[src/rtl/piezo_pkg.sv]
`default_nettype none
// ============================================================================
// Module      : piezo_pkg
// Description : Shared state encoding and divider helper for the piezo timer.
// Revision    : 1.0 - initial release
// ============================================================================
package piezo_pkg;

    typedef enum logic [1:0] {
        IDLE = 2'd0,
        TONE = 2'd1,
        GAP  = 2'd2
    } state_t;

    function automatic int calc_div(input int clk_freq, input int tick_hz);
        return clk_freq / tick_hz;
    endfunction

endpackage
`default_nettype wire

[src/rtl/piezo_tick_gen.sv]
`default_nettype none
// ============================================================================
// Module      : piezo_tick_gen
// Description : Free-running 0..DIV-1 prescaler with clear and hold.
// Revision    : 1.0 - initial release
// ============================================================================
module piezo_tick_gen #(
    parameter int DIV = 10
) (
    input  logic clk,
    input  logic rst,
    input  logic clr,
    input  logic hold,
    output logic tick
);

    localparam int                c_CNT_W = $clog2(DIV);
    localparam logic [c_CNT_W-1:0] c_LAST = c_CNT_W'(DIV - 1);

    logic [c_CNT_W-1:0] r_cnt;

    always_ff @(posedge clk or posedge rst) begin
        if (rst) begin
            r_cnt <= '0;
        end else if (clr) begin
            r_cnt <= '0;
        end else if (!hold) begin
            if (r_cnt == c_LAST) begin
                r_cnt <= '0;
            end else begin
                r_cnt <= r_cnt + c_CNT_W'(1);
            end
        end
    end

    assign tick = (r_cnt == c_LAST) && !hold;

endmodule
`default_nettype wire

[src/rtl/piezo_dur_timer.sv]
`default_nettype none
// ============================================================================
// Module      : piezo_dur_timer
// Description : Plays one note for note_dur ticks, reps times, with gaps.
// Revision    : 1.0 - initial release
// ============================================================================
module piezo_dur_timer
    import piezo_pkg::*;
#(
    parameter int CLK_FREQ  = 50_000_000,
    parameter int TICK_HZ   = 100,
    parameter int DUR_W     = 8,
    parameter int REP_W     = 3,
    parameter int GAP_TICKS = 5
) (
    input  logic             clk,
    input  logic             rst,
    input  logic             start,
    input  logic             pause,
    input  logic             abort,
    input  logic [DUR_W-1:0] note_dur,
    input  logic [REP_W-1:0] reps,
    output logic             tone_en,
    output logic             busy,
    output logic             done,
    output logic [REP_W-1:0] rep_left
);

    localparam int                 c_DIV      = calc_div(CLK_FREQ, TICK_HZ);
    localparam int                 c_GAP_W    = (GAP_TICKS > 0) ? $clog2(GAP_TICKS + 1) : 1;
    localparam logic [c_GAP_W-1:0] c_GAP_LAST = c_GAP_W'((GAP_TICKS > 0) ? GAP_TICKS - 1 : 0);

    state_t             r_state;
    logic [DUR_W-1:0]   r_note_dur;
    logic [DUR_W-1:0]   r_dur_cnt;
    logic [c_GAP_W-1:0] r_gap_cnt;
    logic [REP_W-1:0]   r_rep_left;
    logic               r_tone;
    logic               r_busy;
    logic               r_done;

    logic w_tick;
    logic w_accept;
    logic w_dur_last;

    assign w_accept   = (r_state == IDLE) && start && !abort;
    assign w_dur_last = (r_dur_cnt == (r_note_dur - DUR_W'(1)));

    piezo_tick_gen #(
        .DIV (c_DIV)
    ) u_tick_gen (
        .clk  (clk),
        .rst  (rst),
        .clr  (w_accept),
        .hold (pause),
        .tick (w_tick)
    );

    always_ff @(posedge clk or posedge rst) begin
        if (rst) begin
            r_state    <= IDLE;
            r_note_dur <= '0;
            r_dur_cnt  <= '0;
            r_gap_cnt  <= '0;
            r_rep_left <= '0;
            r_tone     <= 1'b0;
            r_busy     <= 1'b0;
            r_done     <= 1'b0;
        end else begin
            r_done <= 1'b0;
            if (abort) begin
                // Abort outranks a coincident final tick, so no done is raised.
                r_state    <= IDLE;
                r_dur_cnt  <= '0;
                r_gap_cnt  <= '0;
                r_rep_left <= '0;
                r_tone     <= 1'b0;
                r_busy     <= 1'b0;
            end else begin
                case (r_state)
                    IDLE: begin
                        if (start) begin
                            r_note_dur <= note_dur;
                            r_dur_cnt  <= '0;
                            r_gap_cnt  <= '0;
                            if ((note_dur == '0) || (reps == '0)) begin
                                r_done <= 1'b1;
                            end else begin
                                r_state    <= TONE;
                                r_rep_left <= reps;
                                r_tone     <= 1'b1;
                                r_busy     <= 1'b1;
                            end
                        end
                    end
                    TONE: begin
                        if (w_tick) begin
                            if (w_dur_last) begin
                                r_dur_cnt <= '0;
                                if (r_rep_left == REP_W'(1)) begin
                                    r_state    <= IDLE;
                                    r_rep_left <= '0;
                                    r_tone     <= 1'b0;
                                    r_busy     <= 1'b0;
                                    r_done     <= 1'b1;
                                end else begin
                                    r_rep_left <= r_rep_left - REP_W'(1);
                                    if (GAP_TICKS != 0) begin
                                        r_state <= GAP;
                                        r_tone  <= 1'b0;
                                    end
                                end
                            end else begin
                                r_dur_cnt <= r_dur_cnt + DUR_W'(1);
                            end
                        end
                    end
                    GAP: begin
                        if (w_tick) begin
                            if (r_gap_cnt == c_GAP_LAST) begin
                                r_gap_cnt <= '0;
                                r_state   <= TONE;
                                r_tone    <= 1'b1;
                            end else begin
                                r_gap_cnt <= r_gap_cnt + c_GAP_W'(1);
                            end
                        end
                    end
                    default: begin
                        r_state <= IDLE;
                        r_tone  <= 1'b0;
                        r_busy  <= 1'b0;
                    end
                endcase
            end
        end
    end

    // Pause gates the tone within the same cycle so the piezo falls silent at once.
    assign tone_en  = r_tone && !pause;
    assign busy     = r_busy;
    assign done     = r_done;
    assign rep_left = r_rep_left;

endmodule
`default_nettype wire

[config.mk]
export PLATFORM = sky130hd
export DESIGN_NAME = piezo_dur_timer
export DESIGN_NICKNAME = d
export VERILOG_FILES = /design/src/rtl/piezo_pkg.sv /design/src/rtl/piezo_tick_gen.sv /design/src/rtl/piezo_dur_timer.sv
export SDC_FILE = /design/constraint.sdc
export NUM_CORES = 1
export LEC_CHECK = 0
export CAP_MARGIN = 20
export CORE_UTILIZATION = 40
export CTS_CLUSTER_SIZE = 24
export DETAILED_ROUTE_END_ITERATION = 7
export GPL_ROUTABILITY_DRIVEN = 1
export PLACE_DENSITY_LB_ADDON = 0.05
export SYNTH_ARGS = -nofsm -noshare
export SYNTH_HDL_FRONTEND = slang
export SYNTH_SLANG_ARGS = --single-unit
[constraint.sdc]
create_clock -name clk -period 3 [get_ports clk]
set_clock_uncertainty 0.2 [all_clocks]
set_input_delay 0.9 -clock clk [delete_from_list [all_inputs] [get_ports clk]]
set_output_delay 0.9 -clock clk [all_outputs]
set_load 0.005 [all_outputs]
==> qor.txt <==
status: finished, final reports clean
Sw Share: 29.8%
GRT Overall Usage: 18.6%
part of the power in registers: 50.1%
design area: 3250 sq um
RD Place Congestion: 0.819
Final min period: 2900 ps
placed cell area: 3170 sq um
Post-synth EDFFs: 0
Max rail drop VDD: 0.264 mV
top_reg_cell synth: dfrtp_1
DRC: 0
pre-CTS setup slack: -176 ps
first-pass GRT wire length: 10600 um
htree depth: 2
Final Max Slew Viols: 0
die width: 85.2 um
DRT iter0 DRCs: 103
antenna viol nets, final: 0
CP cell instances: dlygate4sd2_1 > nor2b_1 > clkdlybuf4s50_1
Startpoint Class: input port
synth warn: 0
post-synthesis sequential area ratio: 40.6%
slowest stage delay, CP: 510 ps
HPWL after DPL: 4460 um
num ports: 22
largest net degree at the start of global routing: 46
utilization after layout: 49.8%
Hold Crit Class: reg2reg
Critical Path RT: 1900 ps
Yosys cell types: 60
initial antenna violation count: 0
Area Growth Syn to Fin: 17.3%
Vias: 2207
Clock Power Share: 27.1%
Synth Instances: 293
met1 GRT Util: 29.0%
Int Pwr: 0.00101 W
CTS root buf: clkbuf_8
TritonRoute pass-1 iters: 4
ratio of final minimum period to clock period: 96.6%
final setup margin: 102 ps
Max FO, Critical Path: 2
Rows: 29
Crit Path Class: in2out
max frequency: 0.345 GHz
NumNets Final: 352
# diodes: 0
Slew @ Worst Pin: 413 ps
post-synthesis instance area: 2770 sq um
Critical Path AT: 1800 ps
CTS buffer count: 5
maxcap violations: 0
final WL: 6040 um
DIE AREA: 7270 sq um
Relative slew margins: 72.0%
Async SR Flop Fraction: 100%
RSZ-0062 raised after global routing: false
Final Hold Vio Count: 0
crit end category: output pin
CTS tree: yes
Net Sw Power: 0.000431 W
layout cells sized above 1: 15.2%
Port Buffers: 21
Die H: 85.2 um
FF+latch count, synth: 45
Reg clk slew, reported paths: 80 ps
vias in the first global route: 2118
worst-case clock buffer depth: 2
CP max stage cell: clkdlybuf4s50_1
Pwr Density: 444 nW/um^2
met2 usage: 25.5%
P_leak: 1.35 nW
GRT busiest layer: met1
Comb pwr share: 22.8%
CTS Hold Buffers Added: 0
Post-Syn Area per Cell: 9.46 sq um
drt via density: 5.44
clk_lat worst skew: 300 ps
Initial Util: 42.4%
Clock Sinks: 45
M3 GR Usage: 4.77%
total core area: 6530 sq um
WL/cell: 14.9 um
endpoints failing setup: 0
Post-Syn Nets: 316
Sum Neg Setup Slack: 0 ps
global route overflow: 0
register-to-register setup slack: 420 ps
[cells in the mapped netlist (2+ instances only)]
master | number | area [sq um]
o22ai_1 | 3 | 18.8
mux2_2 | 6 | 67.6
or4_1 | 2 | 15.0
nor3_4 | 2 | 32.5
or3_1 | 5 | 31.3
nor2_1 | 35 | 131
nor4_1 | 3 | 18.8
buf_6 | 3 | 33.8
xor2_1 | 15 | 131
nand3b_1 | 2 | 15.0
a21oi_1 | 14 | 70.1
o2111ai_1 | 2 | 17.5
a21o_1 | 2 | 15.0
or4b_4 | 2 | 27.5
nand4_1 | 3 | 18.8
or2_2 | 3 | 18.8
a31oi_1 | 2 | 12.5
mux2i_1 | 2 | 20.0
nor3_1 | 8 | 40.0
o31ai_1 | 3 | 22.5
nor2b_1 | 7 | 43.8
dfrtp_1 | 45 | 1130
nor4b_1 | 2 | 17.5
nand2_1 | 20 | 75.1
nand2b_1 | 4 | 25.0
and3_1 | 2 | 12.5
or2b_2 | 2 | 17.5
ha_1 | 7 | 87.6
inv_1 | 11 | 41.3
nor3b_1 | 3 | 22.5
clkbuf_1 | 3 | 11.3
o21ai_0 | 13 | 65.1
nand3_1 | 16 | 80.1
xnor2_1 | 15 | 131
[what timing repair did]
action,in CTS,in global routing
resized for setup,1,0
buffers inserted,0,0
endpoints found under the setup margin,1,0
[flip-flops by register name, indices dropped and copies added, names as in the netlist]
signal	flops
rep_left	3
r_dur_cnt	8
r_state	1
r_tone	1
busy	1
done	1
u_tick_gen.r_cnt	19
r_gap_cnt	3
r_note_dur	8
[cells by family after synthesis]
logic type	after synthesis	synth area share, %
AOI/OAI and AO/OA	48	11.2
adders and majority gates	7	3.16
DFF	45	40.6
xor gates and xnor gates	30	9.48
buffers and inverters	22	4.33
muxes	8	3.16
and+or+nand+nor	133	28.1
[metal layers]
layer / part of all wire (%) / wire length [um]
met1: 54 / 3250
met2: 42 / 2510
met3: 3.6 / 217
met4: 1.1 / 65
met5: 0 / 0
[path summary, 6_finish.rpt]
check / startpoint / to / cells after the start
max: pause / tone_en / 3
min: r_gap_cnt[0] / r_gap_cnt[0] / 1
max in group asynchronous: rst / r_note_dur[4] / 3
min in group asynchronous: rst / u_tick_gen.r_cnt[6] / 3
min reg2reg: r_gap_cnt[0] / r_gap_cnt[0] / 1
max reg2reg: r_dur_cnt[7] / rep_left[2] / 6
[layout make-up]
class | instances | area (sq um)
Timing Repair Buffer | 40 | 377
Tap cell | 77 | 96.3
Clock buffer | 7 | 86.3
Sequential cell | 45 | 1130
Fill cell | 641 | 3280
Multi-Input combinational cell | 226 | 1530
Inverter | 11 | 41.3
[stage by stage]
step	power (W)	cells	hold WS [ps]
final	0.00145	406	311
after global routing	0.00153	406	357
after CTS	0.00147	406	320
after detailed placement	0.00107	399	310
after global placement	0.00106	399	298
after floorplan	0.000950	293	263
[critical path, delay by kind of cell]
kind / cells / cell delay (ps)
buf+inv: 2 / 780
simple gates: 1 / 120
[placed cells by master (no fill, tap or decap), drive strengths merged, types with 2 or more instances in the layout]
master          n
o21ai          13
or3             5
clkdlybuf4s50  20
or2             3
or4             3
nand2          20
nor2           36
a31oi           2
nand3b          2
nor2b           7
or2b            2
nor4b           2
nor3           10
inv            11
o31ai           3
nand4           4
or4b            3
mux2i           2
buf            19
dfrtp          45
and3            3
ha              7
nor4            4
a21o            2
xnor2          15
o22ai           3
clkbuf          7
o2111ai         2
xor2           15
nand2b          4
nor3b           3
nand3          16
a21oi          15
mux2            6
[power by group through the flow]
| stage | registers [W] | logic, W | clock network (W) |
|---|---|---|---|
| floorplan | 0.000721 | 0.000229 | 0 |
| global placement | 0.000736 | 0.000328 | 0 |
| detailed placement | 0.000735 | 0.000331 | 0 |
| CTS | 0.000725 | 0.000334 | 0.000409 |
| global route | 0.000734 | 0.000375 | 0.000426 |
| finish | 0.000724 | 0.000330 | 0.000392 |
Note: power is estimated with default switching activity, not from simulation.
==> RTL edit (same flow settings) <==
Make the reset (`rst`) synchronous in 2 clocked blocks.
--- a/src/rtl/piezo_tick_gen.sv
+++ b/src/rtl/piezo_tick_gen.sv
@@ -19,7 +19,7 @@
 
     logic [c_CNT_W-1:0] r_cnt;
 
-    always_ff @(posedge clk or posedge rst) begin
+    always_ff @(posedge clk) begin
         if (rst) begin
             r_cnt <= '0;
         end else if (clr) begin
--- a/src/rtl/piezo_dur_timer.sv
+++ b/src/rtl/piezo_dur_timer.sv
@@ -56,7 +56,7 @@
         .tick (w_tick)
     );
 
-    always_ff @(posedge clk or posedge rst) begin
+    always_ff @(posedge clk) begin
         if (rst) begin
             r_state    <= IDLE;
             r_note_dur <= '0;
Check against the original RTL: differs if rst is asserted again (counterexample within 4 cycles, from zero or initial values and one cycle with rst high); with rst held inactive, the same outputs for 10 cycles.
==> RTL edit against the original RTL <==
Sequential share of layout area decreased by 5.5 points. Die area shrank 7.5%. Critical path type is now in -> reg. Sequential cell count unchanged. Setup slack better by 0.0081 ns. Wire length shrank 1.6%. Final area down 4.8%. Synthesized area down 7.7%.
Power is not compared: it rests on default switching activity, and its combinational part moved more than twofold at a synthesized area within 25%.
==> RTL edit: results (changes against the original RTL) <==
The flow ran to the end, and the final reports show no timing, DRC or antenna violations. The fraction of registers with async set or reset after synthesis came out at 0 (-1.00). The leading register cell type out of synthesis is sky130_fd_sc_hd__dfxtp_1. The met3 track utilization from global routing was 0.0511 (+0.00345).

The signal arrival time at the worst endpoint came out at 2.92 ns (+1.12 ns). The hold-critical path depth is 2 (+1). The depth of the most critical reg-to-reg path came out at 10 (+4). The first-pass iteration count of the detailed router is 4 (unchanged). The synthesized netlist net count came out at 330 (+4.4%). The portion of the post-synthesis area used by sequential elements came to 0.352 (-0.0541). The total via count in the routed design came out at 2227 (+0.91%). The endpoint identified for the worst register-to-register timing path is r_dur_cnt[7]. The min-delay analysis places its worst path in the category reg -> reg.

By count the netlist is led by 45 x sky130_fd_sc_hd__dfxtp_1, 45 x sky130_fd_sc_hd__nor2_1, 31 x sky130_fd_sc_hd__nand2_1. The yosys synthesis warning count came out at 0 (unchanged). The largest buffer count on any clock path is 2 (unchanged). The worst setup slack before clock tree synthesis was -0.200 ns (-0.0242 ns).

The met2 capacity usage during global routing is 0.273 (+0.0176). The worst register-to-register path begins at r_note_dur[0]. Clock-pin slew was measured on the worst setup and hold paths at 0.07 ns. The post-placement cell count came out at 413 (+3.5%). The ratio of cells with drive above 1 in the final layout is 0.135 (-0.0165). The total global-route track usage is 0.195 (+0.00801). The maximum number of pins on one net before global-route repair was 15 (-67%). The largest registers in the layout are u_tick_gen.r_cnt x19, r_dur_cnt x8, r_note_dur x8. The iteration-0 DRC count of the detailed router came to 124 (+20%). The antenna cell count was 0 (unchanged). The number of port buffers is 21 (unchanged). The global placer's final weighted congestion is 0.740 (-9.6%). The number of global-route vias before repair is 2021 (-4.6%). The total CTS buffers is 5 (unchanged). The mean post-synth cell area is 8.33 µm² (-12%).

The buffer cell driving the clock tree root is sky130_fd_sc_hd__clkbuf_8. The maximum fanout along the worst path is 2 (unchanged). The net count of the finished layout was 369 (+4.8%). The total half-perimeter wirelength after legalization and detailed placement came out at 4.51 mm (+1.2%). In this run the most critical hold path is launched from r_note_dur[7]. The mean routed wirelength per cell is 14.1 µm (-5.3%). The leakage power of the design is 1.15 nW. The worst-case IR drop observed on VDD is 0.246 mV. The met1 track demand over resource in global routing came to 0.286 (-0.00340). The final standard cell count with taps included and fillers excluded came out at 422 (+3.9%).

The setup check on the worst reg-to-reg path leaves a slack of 0.43 ns. After synthesis, the cell types taking the most area are sky130_fd_sc_hd__dfxtp_1 35%, sky130_fd_sc_hd__nor2_1 6.6%, sky130_fd_sc_hd__xor2_1 6.2%, sky130_fd_sc_hd__xnor2_1 4.8%, sky130_fd_sc_hd__nand2_1 4.5%. The post-synthesis cell type count came out at 55 (-8.3%). The wire length of the first global-routing pass came out at 9.94 mm (-6.2%). The worst hold path terminates at r_note_dur[7].

The CTS H-tree depth came out at 2 (unchanged). The transition at the pin with the smallest max-transition slack is 0.454 ns (+0.0405 ns).
[RTL edit: cell count changes after synthesis, sizes merged, moves of 4 or more]
cell    change
a211oi      +6
o21ai       -6
nor2        +9
dfrtp      -45
dfxtp      +45
mux2        -6
clkbuf      +4
nand3       -5
inv         -4
nand2      +11
[RTL edit: worst max path at each step]
stage / to / startpoint / slack (ns) / depth (start not counted)
after floorplan: r_state[1] / note_dur[3] / 0.26 / 5
after global placement: r_state[1] / note_dur[3] / -0.17 / 6
after detailed placement: r_state[1] / note_dur[3] / -0.20 / 6
after CTS: r_state[1] / note_dur[3] / 0.11 / 6
after global routing: r_state[1] / note_dur[3] / 0.04 / 6
final: r_state[1] / note_dur[3] / 0.11 / 6
[RTL edit: cell type report]
| type | instances | area [µm²] |
|---|---|---|
| clock buffer | 6 | 82.6 |
| clock inverter | 2 | 13.8 |
| fill | 601 | 2970 |
| inverter | 7 | 26.3 |
| multi-input combinational | 242 | 1580 |
| sequential | 45 | 901 |
| tap | 75 | 93.8 |
| timing repair buffer | 45 | 402 |
[RTL edit: through the flow]
stage               area (µm²)  hold WS [ns]
floorplan                 2560         0.248
global placement          2980         0.260
detailed placement        2980         0.267
CTS                       3080         0.277
global route              3100         0.312
finish                    3100         0.273
[RTL edit: metal layers]
layer,vias up,part of all wire
li1,1150,-
met1,1031,0.55
met2,40,0.39
met3,6,0.045
met4,0,0.011
met5,-,0
[RTL edit: cell families (layout without fill, tap and decap cells)]
logic type | Yosys count | in the layout | share of synthesized area
xor+xnor | 32 | 32 | 0.110
compound gates | 55 | 55 | 0.158
flops | 45 | 45 | 0.352
simple gates | 145 | 145 | 0.303
mux | 3 | 3 | 0.0117
buf+inv | 20 | 60 | 0.0313
fa+ha+maj | 7 | 7 | 0.0342
[RTL edit: what timing repair did]
item / CTS / global route
hold endpoints to repair: 0 / 0
setup endpoints to repair: 1 / 1
gates cloned: 0 / 0
setup buffers: 0 / 1
gates resized for setup: 1 / 0
pin swaps: 0 / 1
[RTL edit: power by group through the flow]
stage | Clock [W] | Sequential (W) | Combinational, W
2_1_floorplan | 0 | 0.000633 | 0.0000929
3_3_place_gp | 0 | 0.000637 | 0.000154
3_5_place_dp | 0 | 0.000638 | 0.000156
4_1_cts | 0.000418 | 0.000623 | 0.000156
5_1_grt | 0.000441 | 0.000626 | 0.000173
6_report | 0.000408 | 0.000623 | 0.000156
[RTL edit: worst max-delay path, cell delays in order]
cell and delay [ns]:
sky130_fd_sc_hd__clkdlybuf4s50_1 0.41, sky130_fd_sc_hd__or4_1 0.55, sky130_fd_sc_hd__o32ai_2 0.16, sky130_fd_sc_hd__nor3_1 0.09
sky130_fd_sc_hd__or4b_2 0.68, sky130_fd_sc_hd__a21oi_1 0.13
